**src/rtl/seg7_scan_controller_pkg.sv**
```systemverilog
// Shared types, segment constants and the digit-to-segment decoder used by
// the 4-digit multiplexed 7-segment display controller.
package seg7_pkg;

    // Converter phases: load operand, run 16 shift-add-3 steps, publish result.
    typedef enum logic [1:0] {
        IDLE   = 2'd0,
        SHIFT  = 2'd1,
        COMMIT = 2'd2
    } conv_state_t;

    // Active-low segment patterns, bit order {dp, g, f, e, d, c, b, a}.
    localparam logic [7:0] SEG_OFF  = 8'hFF;
    localparam logic [7:0] SEG_DASH = 8'hBF;

    // Number of BCD nibbles held by the converter (ten-thousands included).
    localparam int BCD_NIBBLES = 5;

    // Map one BCD digit onto its active-low segment pattern with dp off.
    // Non-decimal nibbles light nothing.
    function automatic logic [7:0] seg7_decode(input logic [3:0] digit);
        logic [7:0] pat;
        case (digit)
            4'd0:    pat = 8'hC0;
            4'd1:    pat = 8'hF9;
            4'd2:    pat = 8'hA4;
            4'd3:    pat = 8'hB0;
            4'd4:    pat = 8'h99;
            4'd5:    pat = 8'h92;
            4'd6:    pat = 8'h82;
            4'd7:    pat = 8'hF8;
            4'd8:    pat = 8'h80;
            4'd9:    pat = 8'h90;
            default: pat = SEG_OFF;
        endcase
        return pat;
    endfunction

endpackage

```
**src/rtl/seg7_scan_controller_bin2bcd16.sv**
```systemverilog
// Sequential 16-bit binary to BCD converter (double dabble). One full loop
// is IDLE (load) + 16 SHIFT steps + COMMIT = 18 cycles, repeating forever.
// The bcd/overflow outputs change only in COMMIT, so a consumer never sees
// digits from two different operands mixed together.
module bin2bcd16
    import seg7_pkg::*;
(
    input  logic        clk,
    input  logic        rst,
    input  logic [15:0] value,
    output logic [15:0] bcd,
    output logic        overflow
);

    conv_state_t state;
    logic [15:0] bin_sr;      // binary operand, shifted out MSB first
    logic [19:0] bcd_acc;     // five-nibble BCD accumulator
    logic [3:0]  step_cnt;    // SHIFT step index 0..15
    logic [19:0] bcd_adj;     // accumulator after the add-3 correction

    // Add 3 to every nibble that is 5 or more so the following left shift
    // carries correctly into the next decimal digit.
    function automatic logic [19:0] dabble_adjust(input logic [19:0] acc);
        logic [19:0] res;
        res = acc;
        for (int n = 0; n < BCD_NIBBLES; n++) begin
            if (res[n*4 +: 4] >= 4'd5) begin
                res[n*4 +: 4] = res[n*4 +: 4] + 4'd3;
            end
        end
        return res;
    endfunction

    // Correction applied to the accumulator before each shift.
    always_comb begin
        bcd_adj = dabble_adjust(bcd_acc);
    end

    // Converter FSM; reset abandons any conversion in flight and clears the
    // published result. The operand registers need no reset since IDLE
    // always reloads them before use.
    always_ff @(posedge clk) begin
        if (rst) begin
            state    <= IDLE;
            step_cnt <= 4'd0;
            bcd      <= 16'h0000;
            overflow <= 1'b0;
        end else begin
            case (state)
                IDLE: begin
                    bin_sr   <= value;
                    bcd_acc  <= 20'h00000;
                    step_cnt <= 4'd0;
                    state    <= SHIFT;
                end
                SHIFT: begin
                    bcd_acc  <= (bcd_adj << 1) | {19'd0, bin_sr[15]};
                    bin_sr   <= bin_sr << 1;
                    step_cnt <= step_cnt + 4'd1;
                    if (step_cnt == 4'd15) begin
                        state <= COMMIT;
                    end
                end
                COMMIT: begin
                    bcd      <= bcd_acc[15:0];
                    overflow <= (bcd_acc[19:16] != 4'd0);
                    state    <= IDLE;
                end
                default: begin
                    state <= IDLE;
                end
            endcase
        end
    end

endmodule

```
**src/rtl/seg7_scan_controller.sv**
```systemverilog
// 4-digit multiplexed 7-segment display driver. Converts a binary value to
// BCD, then lights one digit at a time for REFRESH_DIV clocks each, cycling
// units -> tens -> hundreds -> thousands. Anodes and segments are active-low
// and registered together so they always switch on the same edge.
module seg7_scan_controller
    import seg7_pkg::*;
#(
    parameter int REFRESH_DIV   = 100_000,
    parameter bit BLANK_LEADING = 1'b1
) (
    input  logic        clk,
    input  logic        rst,
    input  logic [15:0] value,
    input  logic [3:0]  dp_en,
    output logic [3:0]  an,
    output logic [7:0]  seg,
    output logic [15:0] bcd,
    output logic        overflow
);

    localparam int CNT_W = (REFRESH_DIV > 2) ? $clog2(REFRESH_DIV) : 1;
    localparam logic [CNT_W-1:0] CNT_LAST = CNT_W'(REFRESH_DIV - 1);

    logic [CNT_W-1:0] refresh_cnt;
    logic [1:0]       scan_idx;
    logic [3:0]       digit;
    logic [3:0]       lead_zero;   // digit n and every higher digit are zero
    logic             slot_blank;
    logic             dp_n;
    logic [7:0]       digit_pat;
    logic [3:0]       an_next;
    logic [7:0]       seg_next;

    bin2bcd16 u_bin2bcd16 (
        .clk      (clk),
        .rst      (rst),
        .value    (value),
        .bcd      (bcd),
        .overflow (overflow)
    );

    // Dwell timer per digit; the scan index advances on each wrap.
    always_ff @(posedge clk) begin
        if (rst) begin
            refresh_cnt <= '0;
            scan_idx    <= 2'd0;
        end else if (refresh_cnt == CNT_LAST) begin
            refresh_cnt <= '0;
            scan_idx    <= scan_idx + 2'd1;
        end else begin
            refresh_cnt <= refresh_cnt + 1'b1;
        end
    end

    // Pick the nibble for the current slot and work out which leading
    // digits are zero. The units digit is never treated as leading.
    always_comb begin
        case (scan_idx)
            2'd0:    digit = bcd[3:0];
            2'd1:    digit = bcd[7:4];
            2'd2:    digit = bcd[11:8];
            default: digit = bcd[15:12];
        endcase
        lead_zero[3] = (bcd[15:12] == 4'd0);
        lead_zero[2] = lead_zero[3] && (bcd[11:8] == 4'd0);
        lead_zero[1] = lead_zero[2] && (bcd[7:4] == 4'd0);
        lead_zero[0] = 1'b0;
        slot_blank   = BLANK_LEADING && !overflow && lead_zero[scan_idx];
    end

    // Next anode/segment image: dashes on overflow, dark slot when blanked,
    // otherwise the decoded digit with its decimal point.
    always_comb begin
        dp_n      = ~dp_en[scan_idx];
        digit_pat = seg7_decode(digit);
        an_next   = ~(4'b0001 << scan_idx);
        seg_next  = {digit_pat[7] & dp_n, digit_pat[6:0]};
        if (overflow) begin
            seg_next = {SEG_DASH[7] & dp_n, SEG_DASH[6:0]};
        end else if (slot_blank) begin
            an_next  = 4'hF;
            seg_next = SEG_OFF;
        end
    end

    // Pin registers; display is dark while in reset.
    always_ff @(posedge clk) begin
        if (rst) begin
            an  <= 4'hF;
            seg <= SEG_OFF;
        end else begin
            an  <= an_next;
            seg <= seg_next;
        end
    end

endmodule

```
**config.mk**
```make
export PLATFORM = sky130hd
export DESIGN_NAME = seg7_scan_controller
export DESIGN_NICKNAME = d
export VERILOG_FILES = /design/src/rtl/seg7_scan_controller_pkg.sv /design/src/rtl/seg7_scan_controller_bin2bcd16.sv /design/src/rtl/seg7_scan_controller.sv
export SDC_FILE = /design/constraint.sdc
export NUM_CORES = 1
export LEC_CHECK = 0
export ABC_AREA = 1
export BUFFER_PORTS_ARGS = -buffer_cell sky130_fd_sc_hd__buf_2
export CELL_PAD_IN_SITES_DETAIL_PLACEMENT = 0
export CELL_PAD_IN_SITES_GLOBAL_PLACEMENT = 1
export CORE_UTILIZATION = 44
export DETAILED_ROUTE_END_ITERATION = 10
export GPL_TIMING_DRIVEN = 0
export PLACE_DENSITY_LB_ADDON = 0.12
export SLEW_MARGIN = 20
export SYNTH_ARGS = -nofsm -noshare
export SYNTH_HDL_FRONTEND = slang
export SYNTH_SLANG_ARGS = --single-unit
```
**constraint.sdc**
```tcl
create_clock -name clk -period 2.8 [get_ports clk]
set_input_delay 0.14 -clock clk [delete_from_list [all_inputs] [get_ports clk]]
set_output_delay 0.14 -clock clk [all_outputs]
set_load 0.005 [all_outputs]
```
==> results of run 1 <==
## final timing paths
| kind | start | end | depth (start not counted) |
|---|---|---|---|
| worst max-delay path | scan_idx[0] | seg[6] | 12 |
| worst max register to register | scan_idx[0] | seg[6] | 12 |
| worst min register to register | u_bin2bcd16.step_cnt[3] | u_bin2bcd16.step_cnt[3] | 2 |
| worst min-delay path | value[10] | u_bin2bcd16.bin_sr[10] | 3 |
## power groups by stage
stage,registers (mW),clock network [mW],logic [mW]
final,1.45,0.954,0.215
after global routing,1.46,1.02,0.250
after CTS,1.45,0.985,0.219
after detailed placement,1.48,0,0.217
after global placement,1.48,0,0.206
after floorplan,1.48,0,0.148
## critical path: stages (launching register included)
cell,delay [ps]
dfxtp_1,490
inv_1,180
ha_1,310
nand2_1,100
nand2_1,60
nor2_1,140
nor2_2,60
ha_1,180
nand3b_1,170
nand3_1,110
nand3_2,60
nand2_1,60
inv_1,40
## logic make-up (layout without fill, tap and decap cells)
| family | Yosys count | after routing | share of synthesized area |
|---|---|---|---|
| simple gates | 248 | 248 | 0.2616 |
| fa+ha+maj | 21 | 21 | 0.05894 |
| buf+inv | 71 | 137 | 0.06820 |
| xor+xnor | 5 | 5 | 0.009823 |
| compound gates | 96 | 96 | 0.1165 |
| flops | 90 | 90 | 0.4850 |
## cells in the mapped netlist
master    instances  area, µm²
edfxtp_1         36       1081
inv_2             9      33.78
nand4_4           2      42.54
nor3_1           11      55.05
a31oi_1           1      6.260
inv_1            48      180.2
clkbuf_1          2      7.510
nor2_4            7      78.83
o21ai_1           2      10.01
nor3_2            1      10.01
buf_2             7      35.03
buf_6             1      11.26
nand2_2           4      25.02
nand2_1         134      503.0
nand2_4           2      22.52
nand4_1           6      37.54
a21oi_2           4      35.03
nand3_2           1      10.01
xor2_1            4      35.03
clkbuf_2          1      5.000
nand3b_1          2      15.01
a211oi_1          4      30.03
or2_1             1      6.260
o21ai_2           1      8.760
nor4_1            2      12.51
nand3_1          14      70.07
buf_12            1      20.02
buf_1             1      3.750
a21oi_1          40      200.2
o22ai_2           1      12.51
xnor2_1           1      8.760
dfxtp_1          54       1081
ha_1             21      262.8
o22ai_1           1      6.260
nor2_1           47      176.4
nor2_2           13      81.33
nor2_8            1      20.02
buf_4             1      7.510
o21ai_0          42      210.2
## flip-flops by register name, summed over array words and instances, names as in the netlist
register,count
u_bin2bcd16.bcd,16
u_bin2bcd16.overflow,1
u_bin2bcd16.step_cnt,4
seg,8
u_bin2bcd16.state,2
scan_idx,2
u_bin2bcd16.bin_sr,16
an,4
u_bin2bcd16.bcd_acc,20
refresh_cnt,17
## placed cells by master (no fill, tap or decap), drive strengths merged, types with 8 or more instances in the layout
cell type	netlist	routed
clkbuf	3	14
nand4	8	8
nor3	12	12
edfxtp	36	36
dfxtp	54	54
inv	57	57
o21ai	45	45
nand2	140	140
ha	21	21
buf	11	61
a21oi	44	44
nand3	15	15
nor2	68	68
## per-stage QoR
| stage | power [mW] | hold slack, ps | setup WS, ps | instances |
|---|---|---|---|---|
| 5_1_grt | 2.734 | 32.57 | 530.7 | 730 |
| 6_report | 2.622 | 18.41 | 740.6 | 730 |
| 4_1_cts | 2.657 | 12.37 | 743.2 | 730 |
| 2_1_floorplan | 1.627 | 318.6 | 388.4 | 531 |
| 3_5_place_dp | 1.700 | 407.4 | 780.7 | 714 |
| 3_3_place_gp | 1.689 | 401.0 | -392.7 | 713 |
## metal layers
| metal | track usage | part of all wire | vias up |
|---|---|---|---|
| met1 | 0.2504 | 0.48 | 1661 |
| met5 | 0 | 0 | - |
| met2 | 0.3138 | 0.47 | 51 |
| li1 | - | - | 1864 |
| met3 | 0.02576 | 0.036 | 13 |
| met4 | 0.08901 | 0.016 | 0 |
## final cells by class
cell class,instances,area [µm²],share of cell area
plain buffers,14,90.09,0.01763
repair buffers,50,265.3,0.05191
multi-input cells,370,1999,0.3913
flip-flops and latches,90,2162,0.4231
inverters,57,214.0,0.04187
well taps,133,166.4,0.03257
clock inverters,5,50.05,0.009794
clock buffers,11,162.7,0.03183
==> summary.md, run 1 <==
| Metric | Value |
|---|---|
| Status | `finished clean` |
| Clk Tree Root Cell | `clkbuf_8` |
| Sw Pwr | `0.6342 mW` |
| Synth-to-layout area growth | `14.62%` |
| Power density cells | `513.1 nW/µm²` |
| Setup TNS | `0 ps` |
| Starting Density | `0.4561` |
| CTS buffer count | `9` |
| Period minus WS final | `2059 ps` |
| Sequential power share | `0.554` |
| IO Count | `51` |
| Crit-path max FO | `8` |
| Peak VDD IR | `0.0002310 V` |
| CP Capture Type | `flop` |
| Rows | `36` |
| Design area | `5110 µm²` |
| Core Box Area | `9774 µm²` |
| Leak | `2.273 nW` |
| Internal | `1.988 mW` |
| Slew margin rel. | `0.7008` |
| Die ar. | `10540 µm²` |
| Critical Path RT | `3070 ps` |
| Hpwl dp | `6804 µm` |
| CP Class | `flop to flop` |
| Hold_buf cts | `0` |
| Final GP Congestion | `0.8222` |
| Clk_skew | `8.761 ps` |
| Vias per cell | `4.916` |
| Yosys reg bits | `90` |
| Total number of vias | `3589` |
| DR WL/cell | `12.86 µm` |
| Number of max-cap violations | `0` |
| Setup Viol. Count Final | `0` |
| Synth Instances | `531` |
| Seq/Total Area, Yosys | `0.4850` |
| Clk Latency, worst-skew pair | `380 ps` |
| Die Span X | `102.7 µm` |
| Total Routing Usage GR | `0.1912` |
| Synthesized area per cell | `8.396 µm²` |
| Final core utilization | `0.5228` |
| Clock power share | `0.364` |
| DRC violations left | `0` |
| Hold Fails Final Rpt | `0` |
| Vert. Die Dim | `102.7 µm` |
| Final ANT Viol Nets | `0` |
| YS warnings | `0` |
| CTS HTree Levels | `3` |
| Fillcell total | `954` |
| Pre-Repair DR Iteration Count | `4` |
| First-pass GRT wire length | `15350 µm` |
| Min-Delay Path Class | `input port to flop` |
| Worst-Margin Slew | `448.8 ps` |
| Tcrit/Tclk final | `0.7355` |
| Flop2flop setup slack | `740 ps` |
| Total clock sinks | `90` |
| Synth Cell Area | `4458 µm²` |
| Largest net degree at the start of global routing | `26` |
| Setup bufs post-CTS | `0` |
| CTS-repair resized insts | `0` |
| Vias in the first global route | `3316` |
| Reg clk slew, reported paths | `90 ps` |
| Comb pwr share | `0.082` |
| Clock buffer depth | `2` |
| Fin nets | `635` |
| Routed WL | `9389 µm` |
| Max Freq | `485.6 MHz` |
| Placed inst area | `4897 µm²` |
| Slew Viols, Final | `0` |
| Layout cell share with drive strength beyond 1 | `0.2044` |
| Mapped Nets | `574` |
| CTS tree | `built` |
| Initial antenna violation count | `0` |
| Crit path DAT | `2330 ps` |
| I/O Buffers | `49` |
| Ant diodes | `0` |
| Total grt overflow | `0` |
| DRT iter0 DRCs | `96` |
| Worst Setup Start Kind | `flop` |
| Sw Share | `0.2419` |
| Post-synth cell types | `39` |
| RSZ-0062 raised after global routing | `false` |
No activity file was read; power rests on OpenSTA's default activity.
==> run 2, diff against run 1 <==
ABC_AREA = 0   (was 1)
clock period = 1.9 ns   (was 2.8 ns; I/O delays follow)
==> run 2 against run 1 <==
Effect of this change:
- the flow now finishes with violations (negative setup slack)
- clock skew is 1.2 ps higher
- first-iteration DRC count is 30% higher
- critical path type unchanged
- critical path depth is 6 lower
- sequential cell count stayed put
- global-route usage is 0.52 points lower
==> summary.md, run 2 <==
| Metric | Value |
|---|---|
| Tcrit/Tclk final | `1.075` |
| RSZ-0062 raised after global routing | `true` |
| Total number of vias | `3334` |
| Total clock sinks | `90` |
| DR WL/cell | `13.68 µm` |
| Layout cell share with drive strength beyond 1 | `0.2034` |
| Min-Delay Path Class | `input port to flop` |
| Reg clk slew, reported paths | `90 ps` |
| Power density cells | `703.3 nW/µm²` |
| Critical Path RT | `2190 ps` |
| Most common cell after layout, fill and taps aside | `nand2_1` |
| Routed WL | `9027 µm` |
| Seq/Total Area, Yosys | `0.5118` |
| Synth-to-layout area growth | `20.59%` |
| Period minus WS final | `2043 ps` |
| DP Worst Slack | `-273.7 ps` |
| Largest net degree at the start of global routing | `25` |
| Rows | `35` |
| Clock buffer depth | `2` |
| Vias in the first global route | `3039` |
| Final Non-Filler Cells | `660` |
| Setup Viol. Count Final | `6` |
| Top cell type's share of synthesized area | `0.2559` |
| Synth area leader | `dfxtp_1` |
| EDFF count, synth | `36` |
| Total Routing Usage GR | `0.1860` |
| Clk Tree Root Cell | `clkbuf_8` |
| Final core utilization | `0.5487` |
| Slew Viols, Final | `0` |
| First-pass GRT wire length | `14570 µm` |
| Yosys reg bits | `90` |
| Crit-path max FO | `5` |
| Setup TNS | `-293.2 ps` |
| DRT iter0 DRCs | `125` |
| Mapped Nets | `486` |
| Core Box Area | `9284 µm²` |
| Worst r2r path cells | `6` |
| Final ANT Viol Nets | `0` |
| Synthesized area per cell | `9.535 µm²` |
| Hold path depth | `3` |
| Worst-Margin Slew | `887.6 ps` |
| CTS HTree Levels | `3` |
| WHS | `16.27 ps` |
| Number of max-cap violations | `0` |
| Worst r2r dst | `seg[6]` |
| Peak VDD IR | `0.0003261 V` |
| Fin nets | `569` |
| Clk_skew | `9.913 ps` |
| CP startpoint | `scan_idx[1]` |
| Worst setup margin | `-142.5 ps` |
| I/O Buffers | `50` |
| Hold Path Origin | `value[3]` |
| Hold Fails Final Rpt | `0` |
| Fillcell total | `900` |
| Status | `finished with violations` |
| Sequential cell area | `2170 µm²` |
| Post-Place Cells | `623` |
| Vert. Die Dim | `99.98 µm` |
| R2r startpoint | `scan_idx[1]` |
| Crit path DAT | `2330 ps` |
| Total grt overflow | `0` |
| Starting Density | `0.4550` |
| Post-synth ARST share | `0` |
| Worst Setup Start Kind | `flop` |
| Synth Instances | `443` |
| Pre-Repair DR Iteration Count | `4` |
| Leading post-synthesis cells by cell area | `dfxtp_1 (26%), edfxtp_1 (26%), nand2_1 (8.6%)` |
| Top flop regs | `u_bin2bcd16.bcd_acc: 20 flops, refresh_cnt: 17 flops` |
| Post-synth cell types | `47` |
| DRC violations left | `0` |
| Hold endpoint | `u_bin2bcd16.bin_sr[3]` |
| Most common cell in the synthesized netlist | `nand2_1` |
| YS warnings | `0` |
| Initial antenna violation count | `0` |
| CTS tree | `built` |
| CTS buffer count | `9` |
| IO Count | `51` |
| Synth Cell Area | `4224 µm²` |
| Area of the multi-input gates | `2001 µm²` |
| Failing checks | `negative setup slack` |
| Post-synth top cells | `nand2_1 (97), dfxtp_1 (54), edfxtp_1 (36), nor2_1 (36), a21oi_1 (33)` |
| Commonest cells after routing, fill and taps aside | `nand2_1 (97), buf_2 (53), dfxtp_1 (52), edfxtp_1 (36), nor2_1 (35)` |
| Ant diodes | `0` |
| CP Capture Type | `flop` |
| Biggest register | `u_bin2bcd16.bcd_acc` |
| Die ar. | `9996 µm²` |
| Number of flip-flops in the largest register | `20` |
| Final GP Congestion | `0.7879` |
| CP Class | `flop to flop` |
| Slew margin rel. | `0.4028` |
| Vias per cell | `5.052` |
| Die Span X | `99.98 µm` |
| Main synth FF type | `dfxtp_1` |
| Clk Latency, worst-skew pair | `350 ps` |
| Hpwl dp | `6265 µm` |
| Max Freq | `489.6 MHz` |
| Leak | `2.022 nW` |
| Flop2flop setup slack | `-140 ps` |
-- run 2: area by class of cell --
type | instances | area share
plain buffers | 14 | 0.01179
clock buffers | 12 | 0.02653
clock inverters | 4 | 0.003930
inverters | 20 | 0.01548
multi-input cells | 318 | 0.3928
flip-flops and latches | 90 | 0.4259
well taps | 129 | 0.03169
repair buffers | 73 | 0.09187
-- run 2: metrics by stage --
step / instance area, µm² / power, mW
after floorplan: 4238 / 2.394
after global placement: 4649 / 2.483
after detailed placement: 4682 / 2.499
after CTS: 5047 / 3.631
after global routing: 5094 / 3.756
final: 5094 / 3.582
-- run 2: worst max-delay path, cell delays in order, from the launching register on --
cell and delay, ps:
dfxtp_4 360, clkinvlp_4 120, ha_4 200, a222oi_1 430, mux2i_1 250, a2111oi_0 470, nand3b_1 160
-- run 2: logic make-up after synthesis --
logic type / count (synthesis) / synth area share
simple gates: 203 / 0.2281
flops: 90 / 0.5118
compound gates: 65 / 0.1004
buf+inv: 35 / 0.03199
xor+xnor: 23 / 0.04769
fa+ha+maj: 21 / 0.06220
mux: 6 / 0.01777
-- run 2: what timing repair did --
item                       4_1_cts  5_1_grt
setup buffers                    8        4
pin swaps                        6        4
hold endpoints to repair        10        0
setup endpoints to repair       24       47
gates resized for setup         13        5
hold buffers                    10        0
-- run 2: worst max path at each step --
stage	depth (start not counted)	to
3_5_place_dp	8	seg[6]
4_1_cts	8	seg[6]
3_3_place_gp	3	u_bin2bcd16.bcd_acc[11]
5_1_grt	6	seg[6]
2_1_floorplan	8	seg[6]
6_report	6	seg[6]
-- run 2: power breakdown --
| group | switching, mW | internal, mW |
|---|---|---|
| clock network | 0.647 | 0.470 |
| logic | 0.171 | 0.140 |
| registers | 0.0561 | 2.10 |
-- run 2: per-layer routing --
metal / vias up / share of wire / routed length (µm) / global-route usage
met4: 0 / 0.011 / 101 / 0.07023
met5: - / 0 / 0 / 0
met3: 10 / 0.030 / 273 / 0.02855
met2: 60 / 0.45 / 4096 / 0.2955
li1: 1703 / - / - / -
met1: 1561 / 0.50 / 4556 / 0.2576
==> run 3, diff against run 2 <==
ABC_AREA = 1   (was 0)
ABC_CLOCK_PERIOD_IN_PS = 1900   (was unset)
==> run 3 against run 2 <==
Effect of this change:
- the flow now finishes without violations
- maximum frequency rose by 12%
- setup slack improved by 230 ps
- register-to-register slack improved by 230 ps
- sequential cell count did not move
- power rose by 4.3%
- count of clock-buffer cells in the layout did not move
- critical path depth rose by 6
- design area rose by 5.2%
- sequential power barely moved
- non-clock buffer count fell by 1
- critical path type unchanged
==> summary.md, run 3 (same netlist as run 1, synthesis figures left out) <==
| Metric | Value |
|---|---|
| Vias in the first global route | `3429` |
| Final GP Congestion | `0.8181` |
| Worst-Margin Slew | `451.8 ps` |
| Min-Delay Path Class | `input port to flop` |
| Ant diodes | `0` |
| Clk_skew | `6.899 ps` |
| Worst Setup Start Kind | `flop` |
| Max Freq | `550.5 MHz` |
| CTS buffer count | `9` |
| IO Count | `51` |
| Initial antenna violation count | `0` |
| Power density cells | `697.3 nW/µm²` |
| DRC violations left | `0` |
| Top flop regs | `u_bin2bcd16.bcd_acc: 20 flops, refresh_cnt: 17 flops` |
| Comb pwr share | `0.092` |
| Hold Fails Final Rpt | `0` |
| RSZ-0062 raised after global routing | `true` |
| Hold path depth | `3` |
| CP Class | `flop to flop` |
| CP Capture Type | `flop` |
| Fin nets | `657` |
| Sw Share | `0.2446` |
| Crit-path max FO | `5` |
| I/O Buffers | `49` |
| CP startpoint | `scan_idx[1]` |
| Core Box Area | `9774 µm²` |
| Commonest cells after routing, fill and taps aside | `nand2_1 (134), buf_2 (56), dfxtp_1 (52), inv_1 (45), nor2_1 (45)` |
| Most common cell after layout, fill and taps aside | `nand2_1` |
| CTS HTree Levels | `3` |
| Crit path DAT | `2080 ps` |
| Sw Pwr | `0.9144 mW` |
| R2r startpoint | `scan_idx[1]` |
| Routed WL | `9567 µm` |
| Hpwl dp | `6775 µm` |
| Starting Density | `0.4561` |
| Layout cell share with drive strength beyond 1 | `0.2262` |
| Clock buffer depth | `2` |
| Largest net degree at the start of global routing | `25` |
| Fillcell total | `942` |
| Clock power share | `0.336` |
| Internal | `2.823 mW` |
| Period minus WS final | `1816 ps` |
| Worst setup margin | `83.62 ps` |
| Peak VDD IR | `0.0003770 V` |
| Clk Latency, worst-skew pair | `360 ps` |
| Slew margin rel. | `0.6981` |
| DP Worst Slack | `-102.2 ps` |
| Biggest register | `u_bin2bcd16.bcd_acc` |
| Worst r2r path cells | `12` |
| Critical Path RT | `2160 ps` |
| First-pass GRT wire length | `16010 µm` |
| CTS tree | `built` |
| Die ar. | `10540 µm²` |
| Slew Viols, Final | `0` |
| DR WL/cell | `12.72 µm` |
| Final ANT Viol Nets | `0` |
| Total grt overflow | `0` |
| Pre-Repair DR Iteration Count | `4` |
| Die Span X | `102.7 µm` |
| Vert. Die Dim | `102.7 µm` |
| Setup Viol. Count Final | `0` |
| Final core utilization | `0.5484` |
| Total number of vias | `3681` |
| Status | `finished clean` |
| DRT iter0 DRCs | `109` |
| Sequential power share | `0.572` |
| Clk Tree Root Cell | `clkbuf_8` |
| WHS | `29.06 ps` |
| Number of flip-flops in the largest register | `20` |
| Leak | `2.382 nW` |
| Reg clk slew, reported paths | `90 ps` |
| Tcrit/Tclk final | `0.9560` |
| Total clock sinks | `90` |
| Total Routing Usage GR | `0.1968` |
| Synth-to-layout area growth | `20.24%` |
| Hold Path Origin | `value[0]` |
| Rows | `36` |
| Number of max-cap violations | `0` |
| Vias per cell | `4.895` |
==> run 3: cell type report <==
type,count,area [µm²],area share
Sequential cell,90,2170,0.4048
Multi-Input combinational cell,370,2047,0.3819
Timing Repair Buffer,72,475.5,0.08870
Inverter,57,221.5,0.04132
Clock buffer,12,166.4,0.03105
Tap cell,133,166.4,0.03105
Buffer,14,90.09,0.01681
Clock inverter,4,23.77,0.004435
==> run 3: through the flow <==
| stage | area [µm²] | power [mW] | instances | setup TNS (ps) |
|---|---|---|---|---|
| 3_5_place_dp | 4905 | 2.509 | 714 | -407.0 |
| 2_1_floorplan | 4461 | 2.397 | 531 | 0 |
| 5_1_grt | 5360 | 3.923 | 752 | -11.77 |
| 4_1_cts | 5250 | 3.791 | 745 | 0 |
| 3_3_place_gp | 4872 | 2.489 | 713 | -14410 |
| 6_report | 5360 | 3.738 | 752 | 0 |
==> run 3: worst paths after layout <==
check                                                to  slack (ps)
worst min register to register  u_bin2bcd16.step_cnt[3]         460
worst max-delay path                             seg[6]          80
worst min-delay path              u_bin2bcd16.bin_sr[0]          30
worst max register to register                   seg[6]          80
==> run 3: metal layers <==
layer / vias up / share of wire / track usage
li1: 1915 / - / -
met1: 1701 / 0.49 / 0.2667
met2: 55 / 0.47 / 0.3169
met3: 10 / 0.030 / 0.03186
met4: 0 / 0.015 / 0.07253
met5: - / 0 / 0
==> run 3: power by group through the flow <==
stage,clock network (mW),logic [mW],registers [mW]
2_1_floorplan,0,0.218,2.18
4_1_cts,1.30,0.349,2.14
6_report,1.25,0.344,2.14
5_1_grt,1.38,0.398,2.15
3_5_place_dp,0,0.323,2.19
3_3_place_gp,0,0.304,2.18
==> run 3: worst max-delay path, cell delays in order, from the launching register on <==
cell and delay [ps]:
dfxtp_4 390, clkinvlp_4 170, ha_4 220, nand2_1 60
nand2_1 60, nor2_2 150, nor2_4 70, ha_1 170
nand3b_1 190, nand3_2 80, nand3_2 50, nand2_1 60
inv_1 30
==> run 3: repair_timing <==
action / 4_1_cts / 5_1_grt
resized for setup: 3 / 13
buffers inserted: 0 / 7
hold buffers: 15 / 0
endpoints found under the hold margin: 15 / 0
setup endpoints to repair: 7 / 7
pin swaps: 0 / 3
